--- src/rtl/ps2_pkg.sv ---
// rtl/ps2_pkg.sv - shared PS/2 state encoding, frame length and command constants
package ps2_pkg;

    typedef enum logic [2:0] {
        ST_IDLE,
        ST_INHIBIT,
        ST_REQ,
        ST_SHIFT,
        ST_ACK,
        ST_WAIT_IDLE,
        ST_DONE,
        ST_ERR
    } ps2_state_t;

    localparam int FRAME_EDGES = 11;

    localparam logic [7:0] CMD_SET_LED = 8'hED;
    localparam logic [7:0] CMD_ENABLE  = 8'hF4;
    localparam logic [7:0] CMD_RESET   = 8'hFF;
    localparam logic [7:0] RESP_ACK    = 8'hFA;

    function automatic logic odd_parity(input logic [7:0] b);
        return ~^b;
    endfunction

endpackage

--- src/rtl/ps2_sync_edge.sv ---
// rtl/ps2_sync_edge.sv - 2-flop synchronizers for PS/2 clk/data plus clk falling-edge pulse
module ps2_sync_edge (
    input  logic clk,
    input  logic rst_n,
    input  logic ps2_clk_i,
    input  logic ps2_data_i,
    output logic clk_s,
    output logic data_s,
    output logic clk_fe
);

    logic clk_meta;
    logic data_meta;
    logic clk_prev;

    // Idle PS/2 lines float high, so the synchronizers reset to 1 to avoid a false edge.
    always_ff @(posedge clk or negedge rst_n) begin
        if (!rst_n) begin
            clk_meta  <= 1'b1;
            clk_s     <= 1'b1;
            clk_prev  <= 1'b1;
            data_meta <= 1'b1;
            data_s    <= 1'b1;
        end else begin
            clk_meta  <= ps2_clk_i;
            clk_s     <= clk_meta;
            clk_prev  <= clk_s;
            data_meta <= ps2_data_i;
            data_s    <= data_meta;
        end
    end

    assign clk_fe = clk_prev & ~clk_s;

endmodule

--- src/rtl/ps2_host_tx.sv ---
// rtl/ps2_host_tx.sv - PS/2 host-to-device command transmitter; optional timeout under PS2_HOST_TX_TIMEOUT_EN
module ps2_host_tx
    import ps2_pkg::*;
#(
    parameter int INHIBIT_CYCLES = 12000,
    parameter int TIMEOUT_CYCLES = 1500000
) (
    input  logic       clk,
    input  logic       rst_n,
    input  logic [7:0] tx_data,
    input  logic       tx_valid,
    output logic       tx_ready,
    output logic       busy,
    output logic       done,
    output logic       err,
    input  logic       ps2_clk_i,
    input  logic       ps2_data_i,
    output logic       ps2_clk_oe,
    output logic       ps2_data_oe
);

    localparam int         INH_W       = $clog2(INHIBIT_CYCLES + 1);
    localparam logic [3:0] LAST_SHIFT_K = 4'(FRAME_EDGES - 2);

    ps2_state_t       state;
    ps2_state_t       state_next;
    logic [7:0]       tx_byte;
    logic [INH_W-1:0] inh_cnt;
    logic [3:0]       edge_cnt;
    logic             data_drv;
    logic             clk_s;
    logic             data_s;
    logic             clk_fe;
    logic             inh_last;
    logic             in_frame;
    logic             timeout_hit;

    ps2_sync_edge u_sync (
        .clk        (clk),
        .rst_n      (rst_n),
        .ps2_clk_i  (ps2_clk_i),
        .ps2_data_i (ps2_data_i),
        .clk_s      (clk_s),
        .data_s     (data_s),
        .clk_fe     (clk_fe)
    );

    assign inh_last = (inh_cnt == INH_W'(INHIBIT_CYCLES - 1));
    assign in_frame = (state == ST_SHIFT) || (state == ST_ACK) || (state == ST_WAIT_IDLE);

`ifdef PS2_HOST_TX_TIMEOUT_EN
    localparam int TO_W = $clog2(TIMEOUT_CYCLES + 1);
    logic [TO_W-1:0] to_cnt;

    always_ff @(posedge clk or negedge rst_n) begin
        if (!rst_n) begin
            to_cnt <= '0;
        end else if (state == ST_REQ) begin
            to_cnt <= '0;
        end else if (in_frame) begin
            to_cnt <= to_cnt + 1'b1;
        end
    end

    assign timeout_hit = in_frame && (to_cnt == TO_W'(TIMEOUT_CYCLES - 1));
`else
    assign timeout_hit = 1'b0;
`endif

    always_ff @(posedge clk or negedge rst_n) begin
        if (!rst_n) begin
            state <= ST_IDLE;
        end else begin
            state <= state_next;
        end
    end

    always_comb begin
        state_next = state;
        case (state)
            ST_IDLE:      if (tx_valid) state_next = ST_INHIBIT;
            ST_INHIBIT:   if (inh_last) state_next = ST_REQ;
            ST_REQ:       state_next = ST_SHIFT;
            ST_SHIFT: begin
                if (timeout_hit)                                state_next = ST_ERR;
                else if (clk_fe && edge_cnt == LAST_SHIFT_K)    state_next = ST_ACK;
            end
            ST_ACK: begin
                if (timeout_hit) state_next = ST_ERR;
                else if (clk_fe) state_next = data_s ? ST_ERR : ST_WAIT_IDLE;
            end
            ST_WAIT_IDLE: begin
                if (timeout_hit)          state_next = ST_ERR;
                else if (clk_s && data_s) state_next = ST_DONE;
            end
            ST_DONE:      state_next = ST_IDLE;
            ST_ERR:       state_next = ST_IDLE;
            default:      state_next = ST_IDLE;
        endcase
    end

    // edge_cnt holds the number of falling edges already seen, so fe number = edge_cnt + 1.
    always_ff @(posedge clk or negedge rst_n) begin
        if (!rst_n) begin
            tx_byte  <= '0;
            inh_cnt  <= '0;
            edge_cnt <= '0;
            data_drv <= 1'b0;
        end else begin
            if (state == ST_IDLE && tx_valid) tx_byte <= tx_data;
            inh_cnt <= (state == ST_INHIBIT) ? inh_cnt + 1'b1 : '0;
            if (state == ST_REQ) begin
                edge_cnt <= '0;
                data_drv <= 1'b1;
            end else if (state == ST_SHIFT && clk_fe) begin
                edge_cnt <= edge_cnt + 1'b1;
                if (edge_cnt < 4'd8)       data_drv <= ~tx_byte[edge_cnt[2:0]];
                else if (edge_cnt == 4'd8) data_drv <= ~odd_parity(tx_byte);
                else                       data_drv <= 1'b0;
            end
        end
    end

    always_comb begin
        tx_ready    = (state == ST_IDLE);
        busy        = (state != ST_IDLE);
        done        = (state == ST_DONE);
        err         = (state == ST_ERR);
        ps2_clk_oe  = (state == ST_INHIBIT) || (state == ST_REQ);
        ps2_data_oe = (state == ST_REQ) || ((state == ST_SHIFT) && data_drv);
    end

endmodule

--- config.mk ---
export PLATFORM = sky130hd
export DESIGN_NAME = ps2_host_tx
export DESIGN_NICKNAME = d
export VERILOG_FILES = /design/src/rtl/ps2_pkg.sv /design/src/rtl/ps2_sync_edge.sv /design/src/rtl/ps2_host_tx.sv
export SDC_FILE = /design/constraint.sdc
export NUM_CORES = 1
export LEC_CHECK = 0
export ABC_AREA = 1
export ABC_CLOCK_PERIOD_IN_PS = 3600
export BUFFER_PORTS_ARGS = -buffer_cell sky130_fd_sc_hd__buf_2
export CAP_MARGIN = 30
export CORE_MARGIN = 3
export CORE_UTILIZATION = 30
export DETAILED_ROUTE_END_ITERATION = 8
export SKIP_LAST_GASP = 1
export SYNTH_ARGS = -nofsm -noshare
export SYNTH_HDL_FRONTEND = slang
export SYNTH_SLANG_ARGS = --single-unit
--- constraint.sdc ---
create_clock -name clk -period 3.6 [get_ports clk]
set_clock_uncertainty 0.1 [all_clocks]
set_input_delay 0.18 -clock clk [delete_from_list [all_inputs] [get_ports clk]]
set_output_delay 0.18 -clock clk [all_outputs]
set_load 0.03 [all_outputs]
==> results of run 1 <==
-- state kept, by name (all words and copies together) (netlist names) --
name,cells
inh_cnt,14
tx_byte,8
edge_cnt,4
state,3
data_drv,1
u_sync.clk_meta,1
u_sync.clk_prev,1
u_sync.clk_s,1
u_sync.data_meta,1
u_sync.data_s,1
-- power by group --
group	internal, mW	switching [mW]	total, mW
Sequential	0.480	0.111	0.591
Clock	0.175	0.139	0.314
Combinational	0.248	0.421	0.670
Total	0.903	0.672	1.57
-- cells in the mapped netlist (3+ instances only) --
library cell,instances,area (um^2)
nand2_1,68,255
dfrtp_1,30,751
inv_1,25,93.8
nor2_1,20,75.1
nand3_1,19,95.1
a21oi_1,13,65.1
nor3_1,10,50.1
nand4_1,6,37.5
o21ai_0,6,30.0
dfstp_2,5,131
ha_1,4,50.1
inv_2,4,15.0
xor2_1,4,35.0
nor2_2,3,18.8
nor2_4,3,33.8
o21ai_1,3,15.0
-- cell type report --
type,count,area [um^2],share of cell area
Timing Repair Buffer,21,120,0.0535
Inverter,31,124,0.0552
Multi-Input combinational cell,176,926,0.412
Tap cell,75,93.8,0.0418
Clock buffer,8,100,0.0446
Sequential cell,35,882,0.393
-- stage by stage --
stage | hold slack, ps | util | power (mW) | cell area [um^2]
floorplan | -216 | - | 1.13 | 1950
global placement | 187 | 0.347 | 1.26 | 2120
detailed placement | 186 | 0.347 | 1.27 | 2120
CTS | 9.15 | 0.368 | 1.59 | 2250
global route | 12.4 | 0.368 | 1.72 | 2250
finish | 19.1 | 0.368 | 1.57 | 2250
-- final timing paths --
check | from | to | slack (ps) | cells past startpoint
max | state[0]$_DFFE_PN0P_ | ps2_clk_oe | 1680 | 5
min | tx_data[0] | tx_byte[0]$_DFFE_PN0P_ | 20 | 2
max reg2reg | edge_cnt[1]$_DFFE_PN0P_ | state[0]$_DFFE_PN0P_ | 1960 | 8
min reg2reg | u_sync.data_meta$_DFF_PN1_ | u_sync.data_s$_DFF_PN1_ | 260 | 0
max in group asynchronous | rst_n | tx_byte[5]$_DFFE_PN0P_ | 2470 | 2
min in group asynchronous | rst_n | state[1]$_DFFE_PN0P_ | 410 | 2
-- metal layers --
layer  GRT usage  vias up  part of all wire
met2       0.184       20              0.45
li1            -      837                 -
met5           0        -                 0
met3      0.0314        6             0.036
met1       0.150      740              0.50
met4      0.0425        0             0.016
-- worst reg2reg max path: cells and delay by family (launching register included) --
| kind | cells | cell delay [ps] |
|---|---|---|
| and+or+nand+nor | 6 | 670 |
| DFF | 1 | 440 |
| adders and majority gates | 1 | 170 |
| buffers and inverters | 1 | 160 |
-- kinds of logic after synthesis --
logic type	Yosys count	share of synthesized area
AND/OR/NAND/NOR	137	0.327
flip-flops	35	0.451
buffers and inverters	33	0.0749
AO/OA/AOI/OAI	25	0.0679
XOR/XNOR	6	0.0269
multiplexers	4	0.0269
adder cells (fa/ha/maj)	4	0.0256
==> impl_results.md, run 1 <==
- Fill cell count: 650
- Yosys warning count: 0
- Largest net degree at the start of global routing: 36
- PostCTS Resize Cnt: 0
- GRT Resource Usage Total: 0.116
- Io pins: 19
- Most frequent cells in the layout: 68 x nand2_1, 30 x dfrtp_1, 25 x inv_1, 20 x nor2_1, 19 x nand3_1
- Synth Instances: 244
- DP Cell Count: 335
- CP Max Fanout: 9
- Sink Count: 35
- Post-synth net total: 261
- Syn avg cell area: 8.01 um^2
- Antenna violations before repair: 0
- Drt first pass iters: 4
- Period utilization: 0.533
- H-tree depth: 2
- EDFF count, synth: 0
- CP top delay family: flip-flops
- Minimum clock period: 1920 ps
- Final Worst Setup Slack: 1680 ps
- CP Cell Sequence: nand2_1, nor2_2, inv_2, nand2_1, buf_2
- Die area: 0.00752 mm^2
- DR iter-0 viols: 66
- Startpoint Class: flip-flop
- Synth unique cells: 30
- Area Overhead vs Synth: 14.9%
- First-pass GRT wire length: 6940 um
- Setup_tns: 0 ps
- Die Ht: 86.7 um
- CTS buffer count: 5
- Final cell count without fillers: 346
- Top FF cell, synth: dfrtp_1
- Number of global-route vias before repair: 1556
- N_diodes: 0
- FFs w/ async S/R, synth: 1.00
- Synthesized cell area: 0.00195 mm^2
- NumNets Final: 287
- Fin. Hold Viols: 0
- Slowest cell on the critical path: dfrtp_1
- Hold WC Path Type: primary input to flip-flop
- Vias/cell: 4.63
- Gpl congestion: 0.889
- Buffers & Inverters on Critical Path: 2
- Input/output buffers: 18
- Ratio of cells with drive above 1 in the final layout: 0.196
- CP required: 3320 ps
- CTS tree: done
- Power Density: 701 mW/mm^2
- Deepest clock path buffer count: 2
- Max cap viols: 0
- Worst-path clk slew: 80 ps
- Root Buffer: clkbuf_8
- RSZ-0062 raised after global routing: false
- Initial core utilization: 0.321
- Die W: 86.7 um
- Wire per inst: 11.2 um
- Fmax: 521 MHz
- Synthesized flop and latch total: 35
- Core ar.: 0.00610 mm^2
- Status: finished, final reports clean
- Crit path largest cell delay: 530 ps
- # Post-CTS Setup Buffers: 0
- Hold_buf cts: 3
- Setup WS pre-CTS: 1980 ps
- Commonest non-fill, non-tap cell in the layout: nand2_1
- CP Class: flip-flop to output port
- Worst Path Arrival: 1640 ps
- Pins Over Slew Limit: 0
- Drt drc: 0
- Max-slew headroom: 0.466
- Global route overflow: 0
- Worst vdd ir: 0.339 mV
- Routed wire length: 3880 um
- CP most frequent cell: nand2_1
- Worst-Margin Slew: 801 ps
- Endpoints failing setup: 0
- Leak pwr: 1.06 nW
- Post-route ant nets: 0
- Sequential element share of the synthesized area: 0.451
- Worst skew pair latency: 290 ps
- DP HPWL: 2900 um
- Via count: 1603
- Std cell rows: 28
- Crit. End Element: output port
Power figures use the tool's default switching activity.
==> run 2, diff against run 1 <==
- ABC_CLOCK_PERIOD_IN_PS: 3600 -> 1600
- clock period: 3.6 -> 1.6 ns (I/O delays scaled with it)
==> run 2 against run 1 <==
Clock power grew 110%. Utilization up 3.8 points. Count of clock-buffer cells in the layout decreased by 1. Die area unchanged. Critical path type is now flip-flop to flip-flop. Global-route usage down 0.13 points. Register-to-register slack got worse by 1900 ps. Worst hold slack better by 170 ps. Largest cell class unchanged. Total power increased by 150%.
==> impl_results.md, run 2 (synthesized netlist as in run 1, its figures left out) <==
- Status: finished, final reports clean (unchanged)
- Drt first pass iters: 4 (unchanged)
- Final Worst Setup Slack: 56.7 ps (was 1680 ps)
- Most frequent cells in the layout: 64 x nand2_1, 29 x dfrtp_1, 25 x inv_1, 19 x nand3_1, 19 x nor2_1 (was 68 x nand2_1, 30 x dfrtp_1, 25 x inv_1, 20 x nor2_1, 19 x nand3_1)
- Fin. Hold Viols: 0 (unchanged)
- Sink Count: 35 (unchanged)
- Pins Over Slew Limit: 0 (unchanged)
- Worst vdd ir: 0.764 mV (was 0.339 mV)
- Die Ht: 86.7 um (unchanged)
- Crit. End Element: flip-flop (was output port)
- Sw Ratio: 0.420 (was 0.427)
- Max cap viols: 0 (unchanged)
- Area Overhead vs Synth: 26.8% (was 14.9%)
- Drt drc: 0 (unchanged)
- Global route overflow: 0 (unchanged)
- Hold Worst Slack: 190 ps (was 19.1 ps)
- Minimum clock period: 1540 ps
- Worst Path Arrival: 1620 ps (was 1640 ps)
- CP required: 1670 ps (was 3320 ps)
- Worst-path clk slew: 70 ps (was 80 ps)
- Commonest non-fill, non-tap cell in the layout: nand2_1 (unchanged)
- Die W: 86.7 um (unchanged)
- Leak pwr: 1.17 nW (was 1.06 nW)
- Routed wire length: 4120 um (was 3880 um)
- Worst-Margin Slew: 435 ps (was 801 ps)
- Gpl congestion: 0.865 (was 0.889)
- Std cell rows: 28 (unchanged)
- DR iter-0 viols: 100 (was 66)
- NetSw: 1.63 mW (was 0.672 mW)
- Fill cell count: 648 (was 650)
- Max-slew headroom: 0.710 (was 0.466)
- Period utilization: 0.965
- Max FFs per register: 14 (unchanged)
- Clock power frac: 0.169 (was 0.199)
- Worst skew pair latency: 290 ps (about the same)
- Input/output buffers: 18 (unchanged)
- DP HPWL: 2980 um (was 2900 um)
- Power Density: 1560 mW/mm^2 (was 701 mW/mm^2)
- Endpoints failing setup: 0 (unchanged)
- Flop pwr share: 0.333 (was 0.375)
- N_diodes: 0 (unchanged)
- Via count: 1656 (was 1603)
- NumNets Final: 309 (was 287)
- Core ar.: 0.00610 mm^2 (unchanged)
- Initial core utilization: 0.321 (unchanged)
- CTS tree: done (unchanged)
- RSZ-0062 raised after global routing: true (was false)
- Setup WS pre-CTS: 38.8 ps (was 1980 ps)
- Hold WC Path Type: primary input to flip-flop (unchanged)
- First-pass GRT wire length: 6740 um (was 6940 um)
- CP Class: flip-flop to flip-flop (was flip-flop to output port)
- Ratio of cells with drive above 1 in the final layout: 0.253 (was 0.196)
- Largest net degree at the start of global routing: 36 (unchanged)
- Die area: 0.00752 mm^2 (unchanged)
- Post-route ant nets: 0 (unchanged)
- GRT Resource Usage Total: 0.114 (was 0.116)
- Deepest clock path buffer count: 2 (unchanged)
- Logic pwr share: 0.498 (was 0.425)
- Number of global-route vias before repair: 1426 (was 1556)
- Total internal power: 2.24 mW (was 0.903 mW)
- Antenna violations before repair: 0 (unchanged)
- CP Max Fanout: 10 (was 9)
- Root Buffer: clkbuf_8 (unchanged)
- Startpoint Class: flip-flop (unchanged)
- H-tree depth: 2 (unchanged)
- Largest Register: inh_cnt (unchanged)
- CTS buffer count: 5 (unchanged)
- Vias/cell: 4.50 (was 4.63)
- Regs by FF count: inh_cnt: 14 flops, tx_byte: 8 flops, edge_cnt: 4 flops (unchanged)
- Fmax: 648 MHz
- Io pins: 19 (unchanged)
- Wire per inst: 11.2 um (about the same)
-- run 2: critical path, cell delays in order, from the launching register on --
cell,delay [ps]
dfrtp_1,380
buf_4,140
clkinv_4,60
nand2_4,60
nor2_4,140
nand2_2,200
mux2_4,340
-- run 2: worst paths after layout --
check                                          startpoint                   endpoint  slack (ps)  depth (start not counted)
worst max-delay path                 state[0]$_DFFE_PN0P_     tx_byte[3]$_DFFE_PN0P_          60                          6
max in group asynchronous                           rst_n  u_sync.clk_meta$_DFF_PN1_         810                          3
worst min-delay path                             tx_valid       state[1]$_DFFE_PN0P_         190                          5
min in group asynchronous                           rst_n      inh_cnt[11]$_DFF_PN0_         250                          3
worst max register to register       state[0]$_DFFE_PN0P_     tx_byte[3]$_DFFE_PN0P_          60                          6
worst min register to register  u_sync.clk_meta$_DFF_PN1_     u_sync.clk_s$_DFF_PN1_         260                          0
-- run 2: cell type report --
cell class | instances | area, um^2 | area share
clock buffer | 7 | 86.3 | 0.0348
clock inverter | 1 | 5.00 | 0.00202
inverter | 31 | 124 | 0.0500
multi-input combinational | 176 | 967 | 0.390
sequential | 35 | 883 | 0.357
tap | 75 | 93.8 | 0.0379
timing repair buffer | 43 | 318 | 0.128
-- run 2: timing repair --
item | CTS | global route
pin swaps | 0 | 2
setup endpoints to repair | 1 | 7
hold endpoints to repair | 40 | 0
hold buffers | 11 | 0
setup buffers | 1 | 4
resized for setup | 3 | 12
-- run 2: per-layer routing --
layer	up-vias	routed length, um	GRT usage
met1	739	2060	0.161
met5	-	0	0
met4	0	63	0.0425
li1	884	-	-
met3	6	148	0.0295
met2	27	1850	0.168
-- run 2: through the flow --
stage / cells / setup TNS (ps) / power, mW / area (um^2) / utilization
2_1_floorplan: 244 / 0 / 2.54 / 1950 / -
3_3_place_gp: 344 / 0 / 2.99 / 2180 / 0.358
3_5_place_dp: 344 / 0 / 3.01 / 2180 / 0.358
4_1_cts: 364 / 0 / 3.76 / 2400 / 0.394
5_1_grt: 368 / -284 / 4.18 / 2480 / 0.406
6_report: 368 / 0 / 3.87 / 2480 / 0.406
-- run 2: power by group through the flow --
stage | registers, mW | logic, mW | clock network (mW)
3_3_place_gp | 1.30 | 1.69 | 0
3_5_place_dp | 1.31 | 1.70 | 0
4_1_cts | 1.29 | 1.78 | 0.686
2_1_floorplan | 1.26 | 1.28 | 0
5_1_grt | 1.33 | 2.13 | 0.715
6_report | 1.29 | 1.93 | 0.656
